==> src/rtl/usb_tx_pkg.sv <==
// usb_tx_pkg
// Shared definitions for the USB full-speed transmit line encoder:
//   - LINE_J / LINE_K / LINE_SE0 : pad encodings as {D+, D-}
//   - STUFF_LIMIT                : run of ones that forces a stuffed zero
//   - eop_phase_t                : end-of-packet sequencer phases
//   - nrzi_toggle()              : swaps the idle-level J/K pair
package usb_tx_pkg;

    localparam logic [1:0] LINE_J   = 2'b10;
    localparam logic [1:0] LINE_K   = 2'b01;
    localparam logic [1:0] LINE_SE0 = 2'b00;

    localparam int unsigned STUFF_LIMIT = 6;

    typedef enum logic [2:0] {
        EOP_NONE,
        EOP_SE0_1,
        EOP_SE0_2,
        EOP_J,
        EOP_DONE
    } eop_phase_t;

    function automatic logic [1:0] nrzi_toggle(input logic [1:0] level);
        return (level == LINE_J) ? LINE_K : LINE_J;
    endfunction

endpackage

==> src/rtl/usb_tx_bit_timer.sv <==
// usb_tx_bit_timer
// Wrap counter that divides the system clock into USB bit periods.
// Ports:
//   clk       : system clock
//   rst       : synchronous active-high reset
//   enable    : count while high, hold otherwise
//   clear     : synchronous clear back to zero
//   bit_start : high in the cycle where the count is zero while enabled
module usb_tx_bit_timer #(
    parameter int unsigned CLKS_PER_BIT = 8
) (
    input  logic clk,
    input  logic rst,
    input  logic enable,
    input  logic clear,
    output logic bit_start
);

    localparam int unsigned CW = $clog2(CLKS_PER_BIT);
    localparam logic [CW-1:0] LAST = CW'(CLKS_PER_BIT - 1);

    logic [CW-1:0] count;

    always_ff @(posedge clk) begin
        if (rst || clear) begin
            count <= '0;
        end else if (enable) begin
            count <= (count == LAST) ? '0 : count + CW'(1);
        end
    end

    assign bit_start = enable && (count == '0);

endmodule

==> src/rtl/usb_tx_encoder.sv <==
// usb_tx_encoder
// Line-side stage of the USB full-speed transmitter. Shifts loaded bytes
// out LSB first, one bit per CLKS_PER_BIT clocks, with bit stuffing, NRZI
// encoding and EOP generation.
// Ports:
//   clk, rst     : system clock, synchronous active-high reset
//   enable_timer : FSM active; low aborts and idles the line at J
//   load_enable  : load parallel_in into the shift register
//   parallel_in  : byte to send, LSB first
//   eop_flag     : start the EOP once all pending bits are gone
//   byte_sent    : pulse in the bit-start cycle that consumes bit 7
//   packet_done  : pulse in the bit-start cycle that ends the EOP J bit
//   dplus_out, dminus_out : registered pad drive
module usb_tx_encoder
    import usb_tx_pkg::*;
#(
    parameter int unsigned CLKS_PER_BIT = 8
) (
    input  logic       clk,
    input  logic       rst,
    input  logic       enable_timer,
    input  logic       load_enable,
    input  logic [7:0] parallel_in,
    input  logic       eop_flag,
    output logic       byte_sent,
    output logic       packet_done,
    output logic       dplus_out,
    output logic       dminus_out
);

    logic       bit_start;

    logic [7:0] shreg_q, shreg_d;
    logic [3:0] bits_left_q, bits_left_d;
    logic [2:0] ones_q, ones_d;
    eop_phase_t phase_q, phase_d;
    logic [1:0] level_q, level_d;
    logic [1:0] line_q, line_d;
    logic       byte_sent_c;
    logic       packet_done_c;

    usb_tx_bit_timer #(
        .CLKS_PER_BIT(CLKS_PER_BIT)
    ) u_bit_timer (
        .clk       (clk),
        .rst       (rst),
        .enable    (enable_timer),
        .clear     (!enable_timer),
        .bit_start (bit_start)
    );

    always_ff @(posedge clk) begin
        if (rst || !enable_timer) begin
            shreg_q     <= '0;
            bits_left_q <= '0;
            ones_q      <= '0;
            phase_q     <= EOP_NONE;
            level_q     <= LINE_J;
            line_q      <= LINE_J;
        end else begin
            shreg_q     <= shreg_d;
            bits_left_q <= bits_left_d;
            ones_q      <= ones_d;
            phase_q     <= phase_d;
            level_q     <= level_d;
            line_q      <= line_d;
        end
    end

    // An EOP already in flight keeps advancing at each bit start; otherwise
    // stuffing beats data, data beats starting the EOP, and anything else
    // simply holds the line. A load always lands after the bit-start update
    // so the bit start consumes the old register contents.
    always_comb begin
        shreg_d       = shreg_q;
        bits_left_d   = bits_left_q;
        ones_d        = ones_q;
        phase_d       = phase_q;
        level_d       = level_q;
        line_d        = line_q;
        byte_sent_c   = 1'b0;
        packet_done_c = 1'b0;

        if (bit_start) begin
            if (phase_q == EOP_SE0_1) begin
                phase_d = EOP_SE0_2;
                line_d  = LINE_SE0;
            end else if (phase_q == EOP_SE0_2) begin
                phase_d = EOP_J;
                level_d = LINE_J;
                line_d  = LINE_J;
            end else if (phase_q == EOP_J) begin
                phase_d       = EOP_DONE;
                packet_done_c = 1'b1;
            end else if (ones_q == 3'(STUFF_LIMIT)) begin
                ones_d  = '0;
                level_d = nrzi_toggle(level_q);
                line_d  = level_d;
            end else if (bits_left_q != '0) begin
                shreg_d     = {1'b0, shreg_q[7:1]};
                bits_left_d = bits_left_q - 4'd1;
                if (shreg_q[0]) begin
                    ones_d = ones_q + 3'd1;
                    line_d = level_q;
                end else begin
                    ones_d  = '0;
                    level_d = nrzi_toggle(level_q);
                    line_d  = level_d;
                end
                byte_sent_c = (bits_left_q == 4'd1);
            end else if (eop_flag && phase_q == EOP_NONE) begin
                phase_d = EOP_SE0_1;
                line_d  = LINE_SE0;
            end
        end

        if (load_enable) begin
            shreg_d     = parallel_in;
            bits_left_d = 4'd8;
        end
    end

    // The bit timer may still read zero during the reset cycle, so the
    // pulses are masked by rst directly.
    assign byte_sent   = byte_sent_c && !rst;
    assign packet_done = packet_done_c && !rst;
    assign dplus_out   = line_q[1];
    assign dminus_out  = line_q[0];

endmodule
==> config.mk <==
export PLATFORM = sky130hd
export DESIGN_NAME = usb_tx_encoder
export DESIGN_NICKNAME = d
export VERILOG_FILES = /design/src/rtl/usb_tx_pkg.sv /design/src/rtl/usb_tx_bit_timer.sv /design/src/rtl/usb_tx_encoder.sv
export SDC_FILE = /design/constraint.sdc
export NUM_CORES = 1
export LEC_CHECK = 0
export CELL_PAD_IN_SITES_DETAIL_PLACEMENT = 0
export CELL_PAD_IN_SITES_GLOBAL_PLACEMENT = 1
export CORE_ASPECT_RATIO = 1.4
export CORE_UTILIZATION = 43
export CTS_BUF_LIST = sky130_fd_sc_hd__clkbuf_4 sky130_fd_sc_hd__clkbuf_8
export DETAILED_ROUTE_END_ITERATION = 16
export PLACE_DENSITY_LB_ADDON = 0.1
export SYNTH_ARGS = -nofsm -noshare
export SYNTH_HDL_FRONTEND = slang
export SYNTH_SLANG_ARGS = --single-unit
export TNS_END_PERCENT = 100
==> constraint.sdc <==
create_clock -name clk -period 2 [get_ports clk]
set_input_delay 0.3 -clock clk [delete_from_list [all_inputs] [get_ports clk]]
set_output_delay 0.3 -clock clk [all_outputs]
set_load 0.01 [all_outputs]
### After elaboration in Yosys (flattened, before gate mapping)

Index checks and enable logic that the tools add are counted.

| cells by class | value |
|---|---|
| add/sub/neg operators | 3 |
| mux-type cells | 46 |
| equal/unequal tests | 15 |
| bitwise logic cells | 4 |
| reductions and logical operators | 23 |

Operators by type and width:

| operator | number |
|---|---|
| 8-bit 2-to-1 mux | 7 |
| 3-bit 2-to-1 mux | 10 |
| 4-bit 2-to-1 mux | 7 |
| 2-bit 2-to-1 mux | 12 |
| 6-bit AND reduction | 2 |
| 1-bit 2-to-1 mux | 10 |
| 2-bit != test, second input constant | 5 |
| 4-bit != test, second input constant | 2 |
| 4-bit AND reduction | 2 |
| 4-bit nonzero test | 2 |
| 3-bit by 1-bit adder with 3-bit output, second input constant | 2 |
| 3-bit by 2-bit equality test with 1-bit output, second input constant | 2 |
| 3-bit equality test, second input constant | 2 |
| 3-bit zero test | 2 |
| 2-bit nonzero test | 3 |
| 5-bit AND reduction | 1 |
| 5-bit nonzero test | 1 |
| 4-bit by 1-bit equality test with 1-bit output, second input constant | 1 |
| 1-bit logical AND | 4 |
| 1-bit inverter | 4 |
| 4-bit by 1-bit subtractor with 4-bit output, second input constant | 1 |
| 3-bit by 1-bit equality test with 1-bit output, second input constant | 1 |
| 3-bit != test, second input constant | 1 |
| 3-bit AND reduction | 1 |
| other kinds (5) | 6 |

| storage, ports and cells | value |
|---|---|
| flip-flop bits (word level) | 25 |
| output and inout port bits | 4 |
| input bits | 13 |

### Depth between registers and ports, before layout

Gate-level depths: netlist of run 1.

| depth | value |
|---|---|
| depth in word-level cells | 8 |
| mapped depth | 8 |
| gate-level depth less buffers | 6 |

### Modules after synthesis

From an unflattened synthesis of run 1, not the netlist that was laid out.

| unflattened totals | value |
|---|---|
| cells, all modules | 161 |
| area, all modules | 1336.3 um^2 |

By module, submodules not included:

| module | cells an instance | area an instance (um^2) | instances |
|---|---|---|---|
| usb_tx_encoder | 144 | 1166.1 | 1 |
| usb_tx_bit_timer | 17 | 170.2 | 1 |

### Worst setup path before layout of run 1

Ideal clock, no wire load.

| timing path | value |
|---|---|
| path kind | register to output |
| start point | register bits_left_q[0] |
| end point | output port byte_sent |
| arrival | 1.702 ns |
| path buffers | 1 |
| slack | -0.002 ns |
| stages on the path, launching flop included | 7 |
| required time | 1.700 ns |
| cell sequence | dfxtp_1 inv_1 ha_1 or3b_4 o2111ai_4 buf_8 nor4b_1 |

| between the ends | value |
|---|---|
| longest elaborated chain between the ends | 8 |

Ends and longest elaborated chain:

| element | RTL line | text |
|---|---|---|
| from (decl) | usb_tx_encoder.sv:34 | `logic [3:0] bits_left_q, bits_left_d;` |
| from (signal assigned) | usb_tx_encoder.sv:62 | `bits_left_q <= bits_left_d;` |
| 4-bit by 1-bit equality test with 1-bit output or 4-bit nonzero test (tied branches) | usb_tx_encoder.sv:110, usb_tx_encoder.sv:99 |  |
| 1-bit 2-to-1 mux * | usb_tx_encoder.sv:99 | `end else if (bits_left_q != '0) begin` |
| 1-bit 2-to-1 mux * | usb_tx_encoder.sv:95 | `end else if (ones_q == 3'(STUFF_LIMIT)) begin` |
| 1-bit 2-to-1 mux * | usb_tx_encoder.sv:92 | `end else if (phase_q == EOP_J) begin` |
| 1-bit 2-to-1 mux * | usb_tx_encoder.sv:88 | `end else if (phase_q == EOP_SE0_2) begin` |
| 1-bit 2-to-1 mux * | usb_tx_encoder.sv:85 | `if (phase_q == EOP_SE0_1) begin` |
| 1-bit 2-to-1 mux * | usb_tx_encoder.sv:84 | `if (bit_start) begin` |
| 1-bit logical AND * | usb_tx_encoder.sv:125 | `assign byte_sent = byte_sent_c && !rst;` |
| to (decl) | usb_tx_encoder.sv:25 | `output logic byte_sent,` |

Mark *: on every way between the ends. The rest lies on a longest branch, timed or not.

### Worst setup path after layout of run 1

| timing path | value |
|---|---|
| start point | register bits_left_q[1] |
| end point | output port byte_sent |

The elaborated chain is that of the path after synthesis.

==> flow_metrics.py, run 1 <==
metrics = {
    "drt": {
        "wl_met3_um": 52,
        "antenna_left": 0,
        "finalWirelength_um": 2750,
        "via_per_inst": 5.24,
        "wl_met1_um": 1120,
        "met2_length_um": 1560,
        "first_pass_iters": 4,
        "drc": 0,
        "highest_layer": "met4",
        "drtIter0Drc": 30,
        "wire_per_inst_um": 12.6,
        "route.vias.total": 1143,
    },
    "hold_path": {
        "hp-class": "reg -> reg",
    },
    "worst_setup_path": {
        "cp.required_ps": 1700,
        "critical_path.endpoint": "byte_sent",
        "r2r_end": "bits_left_q[3]",
        "crit_type": "reg -> out",
        "crit_cells": 6,
        "worst-path-max-fanout": 2,
        "crit_family": "simple AND/OR/NAND/NOR gates",
        "ff2ff_setup_slack_ps": 120,
        "crit_chain": "inv_2, ha_4, or3b_4, o2111ai_4, nor4b_2, buf_2",
        "ff2ff_path_depth": 8,
        "r2r-start": "bits_left_q[1]",
        "crit_path_end_kind": "output port",
        "cp_slowest_cell": "dfxtp_2",
        "critical_path.startpoint": "bits_left_q[1]",
        "cp.arrival_ps": 1620,
        "critPathLaunchType": "flip-flop",
        "crit_buf_inv": 2,
        "crit_path_max_incr_delay_ps": 340,
    },
    "synthesis": {
        "async_reset_ff_share_pct": 0,
        "syn_area_per_cell_um2": 8.98,
        "synth_edf_count": 0,
        "syn-cell-area_um2": 1290,
        "synth_cell_types": 40,
        "synthTopCellsByArea": "dfxtp_1 (39%), ha_1 (6.8%), a21oi_1 (5.4%), mux2i_1 (5.4%), o21ai_0 (4.6%)",
        "synth_top_area_share_pct": 38.7,
        "synth_top_area_cell": "dfxtp_1",
        "seq_area_frac_synth_pct": 38.7,
        "synth_flop_cell": "dfxtp_1",
        "synth_seq_cells": 25,
        "synthTopCellsByCount": "dfxtp_1 (25), a21oi_1 (14), inv_1 (12), nand2_1 (12), o21ai_0 (12)",
        "yosysWarnings": 0,
        "syn_inst": 144,
        "yosysMostFrequentCell": "dfxtp_1",
        "synthesis.nets": 164,
    },
    "sta": {
        "final.setup_skew_ps": 4.24,
        "setup_viol": 0,
        "setup_ws_ps": 79.0,
        "slew_viol_final": 0,
        "rsz0062_at_grt": "yes",
        "clock.fmax_mhz": 521,
        "maxSlewHeadroom_pct": 73.2,
        "period_share_pct": 96.1,
        "finalCriticalPeriod_ps": 1920,
        "finalHoldViolations": 0,
        "worst_slew_pin_slew_ps": 402,
        "holdWs_ps": 469,
    },
    "grt": {
        "antenna_found_initial": 0,
        "track_usage_pct": 18.4,
        "grt_pass1_vias": 1121,
        "grt_overflow": 0,
        "grt_max_degree": 17,
        "grt_first_pass_wirelength_um": 4650,
    },
    "clock_network": {
        "ctsLongestPathBuffers": 2,
        "ctsHoldBuffers": 0,
        "cts.sinks": 25,
        "clock_latency_ps": 260,
        "cts_tree": "done",
        "clk_pin_slew_ps": 80,
        "h-tree-depth": 1,
        "cts_buffers": 3,
        "cts-root-buf": "clkbuf_8",
    },
    "finish": {
        "layout-drive-gt1-share_pct": 24.3,
        "fin_nets": 202,
        "antennaDiodeCount": 0,
        "area_growth_pct": 31.0,
    },
    "power_and_ir_drop": {
        "vdd_ir_drop_max_v": 0.000364,
        "power_per_cell_area_nw_per_um2": 566,
        "p_leak_uw": 0.000709,
        "p_total_uw": 957,
    },
    "status": {
        "outcome": "finished clean",
    },
    "floorplanning": {
        "io_pins": 17,
        "start_util_pct": 45.4,
        "dieArea_um2": 3230,
        "rows": 23,
        "coreArea_um2": 2850,
        "die_h_um": 66.9,
        "die_x_um": 48.3,
    },
    "placement": {
        "dp_hpwl_um": 2130,
        "gp_congestion": 0.867,
        "dp_slack_ps": -282,
        "port_buffers": 16,
    },
    "run": {
        "maxCapViolations": 0,
    },
}
[state kept, by name (all words and copies together) (netlist names)]
register and flops:
shreg_q 8, bits_left_q 4, ones_q 3, phase_q 3
u_bit_timer.count 3, level_q 2, line_q 2
[through the flow]
step / cell area [um2] / std cells / util (%) / setup TNS [ps]
finish: 1690 / 218 / 59.4 / 0
global route: 1690 / 218 / 59.4 / -43.2
CTS: 1670 / 217 / 58.7 / 0
detailed placement: 1630 / 213 / 57.2 / -532
global placement: 1630 / 213 / 57.2 / -530
floorplan: 1300 / 144 / - / 0
[report_power, final]
part | switching [uW] | total [uW] | leakage [uW] | internal (uW)
Clock | 151 | 307 | 0.0000262 | 156
Combinational | 61.5 | 132 | 0.000479 | 70.6
Sequential | 7.97 | 519 | 0.000204 | 511
[final cells by class]
class / instances / area, um2
clock buffers: 4 / 48.8
fillers: 256 / 1160
inverters: 12 / 45.0
multi-input cells: 102 / 734
flip-flops and latches: 25 / 503
well taps: 37 / 46.3
repair buffers: 38 / 315
[per-layer routing]
layer	GRT usage [%]	up-vias
li1	-	587
met3	2.05	2
met5	0	-
met1	19.3	539
met2	37.9	15
met4	5.51	0
[worst min-delay path: cells and delay by family, from the launching register on]
kind                   cells  cell delay [ps]
AO/OA/AOI/OAI              1               70
buffers and inverters      1               40
flip-flops                 1              310
[cell usage in the layout, fill, tap and decap left out, drive strengths merged, types with 2 or more instances in the layout]
| cell type | instances |
|---|---|
| inv | 12 |
| and2 | 3 |
| clkdlybuf4s50 | 14 |
| nand3 | 2 |
| nor2b | 3 |
| clkbuf | 5 |
| nand2 | 12 |
| ha | 7 |
| a31oi | 3 |
| nor2 | 5 |
| nand2b | 2 |
| a21oi | 14 |
| o21ai | 12 |
| mux2i | 7 |
| buf | 23 |
| dfxtp | 25 |
| nor3 | 4 |
| or3 | 7 |
[worst min path at each step]
stage | slack, ps | to | start | cells past startpoint
after global routing | 500 | level_q[1] | level_q[1] | 2
after detailed placement | 460 | line_q[1] | line_q[1] | 2
final | 470 | line_q[1] | line_q[1] | 2
after CTS | 480 | line_q[1] | line_q[1] | 2
after floorplan | 370 | bits_left_q[1] | load_enable | 1
after global placement | 450 | level_q[1] | level_q[1] | 2
[kinds of logic after synthesis]
kind of cell               Yosys count  share of synthesized area, %
xor gates and xnor gates             1                         0.678
AOI/OAI and AO/OA                   41                          22.1
buffers and inverters               17                          6.10
adders and majority gates            7                          6.78
and+or+nand+nor                     45                          19.4
DFF                                 25                          38.7
muxes                                8                          6.29
[timing repair]
| item | in CTS | in global routing |
|---|---|---|
| buffers inserted | 0 | 1 |
| pin swaps | 0 | 2 |
| setup endpoints to repair | 2 | 2 |
| endpoints found under the hold margin | 0 | 0 |
| resized for setup | 5 | 10 |
Power figures use the tool's default switching activity.
==> inputs of run 2 (changes only) <==
--- a/config.mk
+++ b/config.mk
@@ -12,5 +12,5 @@
 export CTS_BUF_LIST = sky130_fd_sc_hd__clkbuf_4 sky130_fd_sc_hd__clkbuf_8
 export DETAILED_ROUTE_END_ITERATION = 16
-export PLACE_DENSITY_LB_ADDON = 0.1
+export PLACE_DENSITY = 0.88
 export SYNTH_ARGS = -nofsm -noshare
 export SYNTH_HDL_FRONTEND = slang
==> constraint.sdc (replaced) <==
create_clock -name clk -period 2 [get_ports clk]
set_input_delay 0.2 -clock clk [delete_from_list [all_inputs] [get_ports clk]]
set_output_delay 0.2 -clock clk [all_outputs]
set_load 0.01 [all_outputs]
==> run 2 against run 1 <==
Against the previous run: core utilization shrank 2.0 points; first-iteration DRC count shrank 47%; maximum frequency grew 0.90%; sequential cell count is the same; sequential share of layout area grew 0.97 points; setup slack gained 17 ps; combinational power shrank 5%; register-to-register slack gained 80 ps; critical path depth grew 1; worst hold slack lost 5.7 ps; die area is the same; final area shrank 3.4%; largest cell class unchanged.
==> flow_metrics.py, run 2 (same netlist as run 1, synthesis figures left out) <==
metrics = {
    "grt": {
        "grt_overflow": 0,
        "antenna_found_initial": 0,
        "track_usage_pct": 18.0,
        "grt_first_pass_wirelength_um": 4530,
        "grt_max_degree": 17,
        "grt_pass1_vias": 1099,
    },
    "finish": {
        "area_growth_pct": 26.5,
        "final_cell_area_um2": 1640,
        "top_register": "shreg_q",
        "final_cell_count_no_fill": 212,
        "final_common_cell": "dfxtp_1",
        "layout-drive-gt1-share_pct": 18.9,
        "largest_reg_flops": 8,
        "antennaDiodeCount": 0,
        "final_cell_mix": "dfxtp_1 (24), buf_4 (16), a21oi_1 (14), clkdlybuf4s50_1 (14)",
        "reg_top3": "shreg_q (8), bits_left_q (4)",
        "fin_nets": 196,
    },
    "hold_path": {
        "min-delay-start": "level_q[1]",
        "hp-class": "reg -> reg",
        "worst_hold_path.endpoint": "level_q[1]",
        "hold-path-cell-count": 2,
    },
    "run": {
        "maxCapViolations": 0,
    },
    "clock_network": {
        "cts_setup_buffers": 0,
        "h-tree-depth": 1,
        "clock_latency_ps": 270,
        "ctsLongestPathBuffers": 2,
        "cts_buffers": 3,
        "cts.sinks": 25,
        "cts-root-buf": "clkbuf_8",
        "cts_tree": "done",
        "clk_pin_slew_ps": 90,
    },
    "worst_setup_path": {
        "crit_family": "buffers and inverters",
        "crit_path_end_kind": "output port",
        "crit_chain": "inv_1, ha_1, and3b_1, buf_4, nand2_1, nor3_1, dlygate4sd2_1",
        "crit_buf_inv": 3,
        "crit_type": "reg -> out",
        "r2r_end": "level_q[0]",
        "cp_slowest_cell": "dfxtp_1",
        "worst-path-max-fanout": 6,
        "ff2ff_path_depth": 7,
        "critPathLaunchType": "flip-flop",
        "r2r-start": "bits_left_q[0]",
        "ff2ff_setup_slack_ps": 200,
        "crit_path_max_incr_delay_ps": 320,
        "cp.arrival_ps": 1700,
        "cp.required_ps": 1800,
    },
    "drt": {
        "via_per_inst": 5.38,
        "route.vias.total": 1140,
        "drtIter0Drc": 16,
        "drc": 0,
        "finalWirelength_um": 2600,
        "antenna_left": 0,
        "first_pass_iters": 4,
        "wire_per_inst_um": 12.3,
    },
    "sta": {
        "finalCriticalPeriod_ps": 1900,
        "worst_slew_pin_slew_ps": 509,
        "clock.fmax_mhz": 525,
        "final.setup_skew_ps": 4.57,
        "holdWs_ps": 463,
        "maxSlewHeadroom_pct": 66.0,
        "finalHoldViolations": 0,
        "rsz0062_at_grt": "no",
        "setup_viol": 0,
        "period_share_pct": 95.2,
        "slew_viol_final": 0,
    },
    "floorplanning": {
        "dieArea_um2": 3230,
        "die_x_um": 48.3,
        "coreArea_um2": 2850,
        "die_h_um": 66.9,
        "start_util_pct": 45.4,
        "io_pins": 17,
        "rows": 23,
    },
    "placement": {
        "placed_cells": 208,
        "port_buffers": 16,
        "place_area_um2": 1590,
        "dp_hpwl_um": 2060,
        "gp_congestion": 0.762,
    },
    "power_and_ir_drop": {
        "p_leak_uw": 0.000679,
        "power_per_cell_area_nw_per_um2": 575,
        "vdd_ir_drop_max_v": 0.000456,
    },
    "status": {
        "outcome": "finished clean",
    },
}
==> run 2: worst max path at each step <==
stage                    startpoint          end  slack (ps)  cells after the start
6_report       u_bit_timer.count[0]  packet_done         100                      7
5_1_grt        u_bit_timer.count[0]  packet_done          20                      7
4_1_cts        u_bit_timer.count[0]  packet_done          80                      7
3_5_place_dp           enable_timer    byte_sent        -190                      5
3_3_place_gp           enable_timer    byte_sent        -210                      5
2_1_floorplan        bits_left_q[0]    byte_sent         100                      6
==> run 2: final cells by class <==
class	instances	area, um2
clock buffer	3	41.3
tap	37	46.3
timing repair buffer	32	274
multi-input combinational	102	722
fill	253	1210
inverter	12	45.0
sequential	25	502
clock inverter	1	5.00
==> run 2: through the flow <==
step                total power, uW  util, %  setup slack [ps]  setup TNS (ps)
floorplan                       603        -              98.1               0
CTS                             948     57.3              79.6               0
global route                    985     57.4              16.5               0
finish                          940     57.4              96.1               0
global placement                652     55.6              -210            -289
detailed placement              656     55.6              -187            -267
==> run 2: routing by layer <==
metal	GRT usage, %	wire length [um]	vias up
met5	0	0	-
met4	6.62	27	0
met3	2.05	44	4
met2	36.1	1460	15
met1	19.0	1070	549
li1	-	-	572
==> run 2: where the power goes <==
| group | total, uW | internal (uW) | leakage [uW] | switching [uW] |
|---|---|---|---|---|
| logic | 126 | 65.6 | 0.000449 | 60.5 |
| clock network | 295 | 139 | 0.0000255 | 156 |
| registers | 519 | 511 | 0.000204 | 8.20 |
| total | 940 | 715 | 0.000679 | 225 |
==> run 2: timing repair <==
action | in CTS | in global routing
hold buffers | 0 | 0
pin swaps | 0 | 1
endpoints found under the setup margin | 2 | 1
resized for setup | 6 | 2
==> run 2: worst register-to-register path, delay by kind of cell, from the launching register on <==
kind | cells | cell delay [ps]
DFF | 1 | 320
buffers and inverters | 2 | 230
AOI/OAI and AO/OA | 2 | 510
adders and majority gates | 1 | 180
and+or+nand+nor | 2 | 500
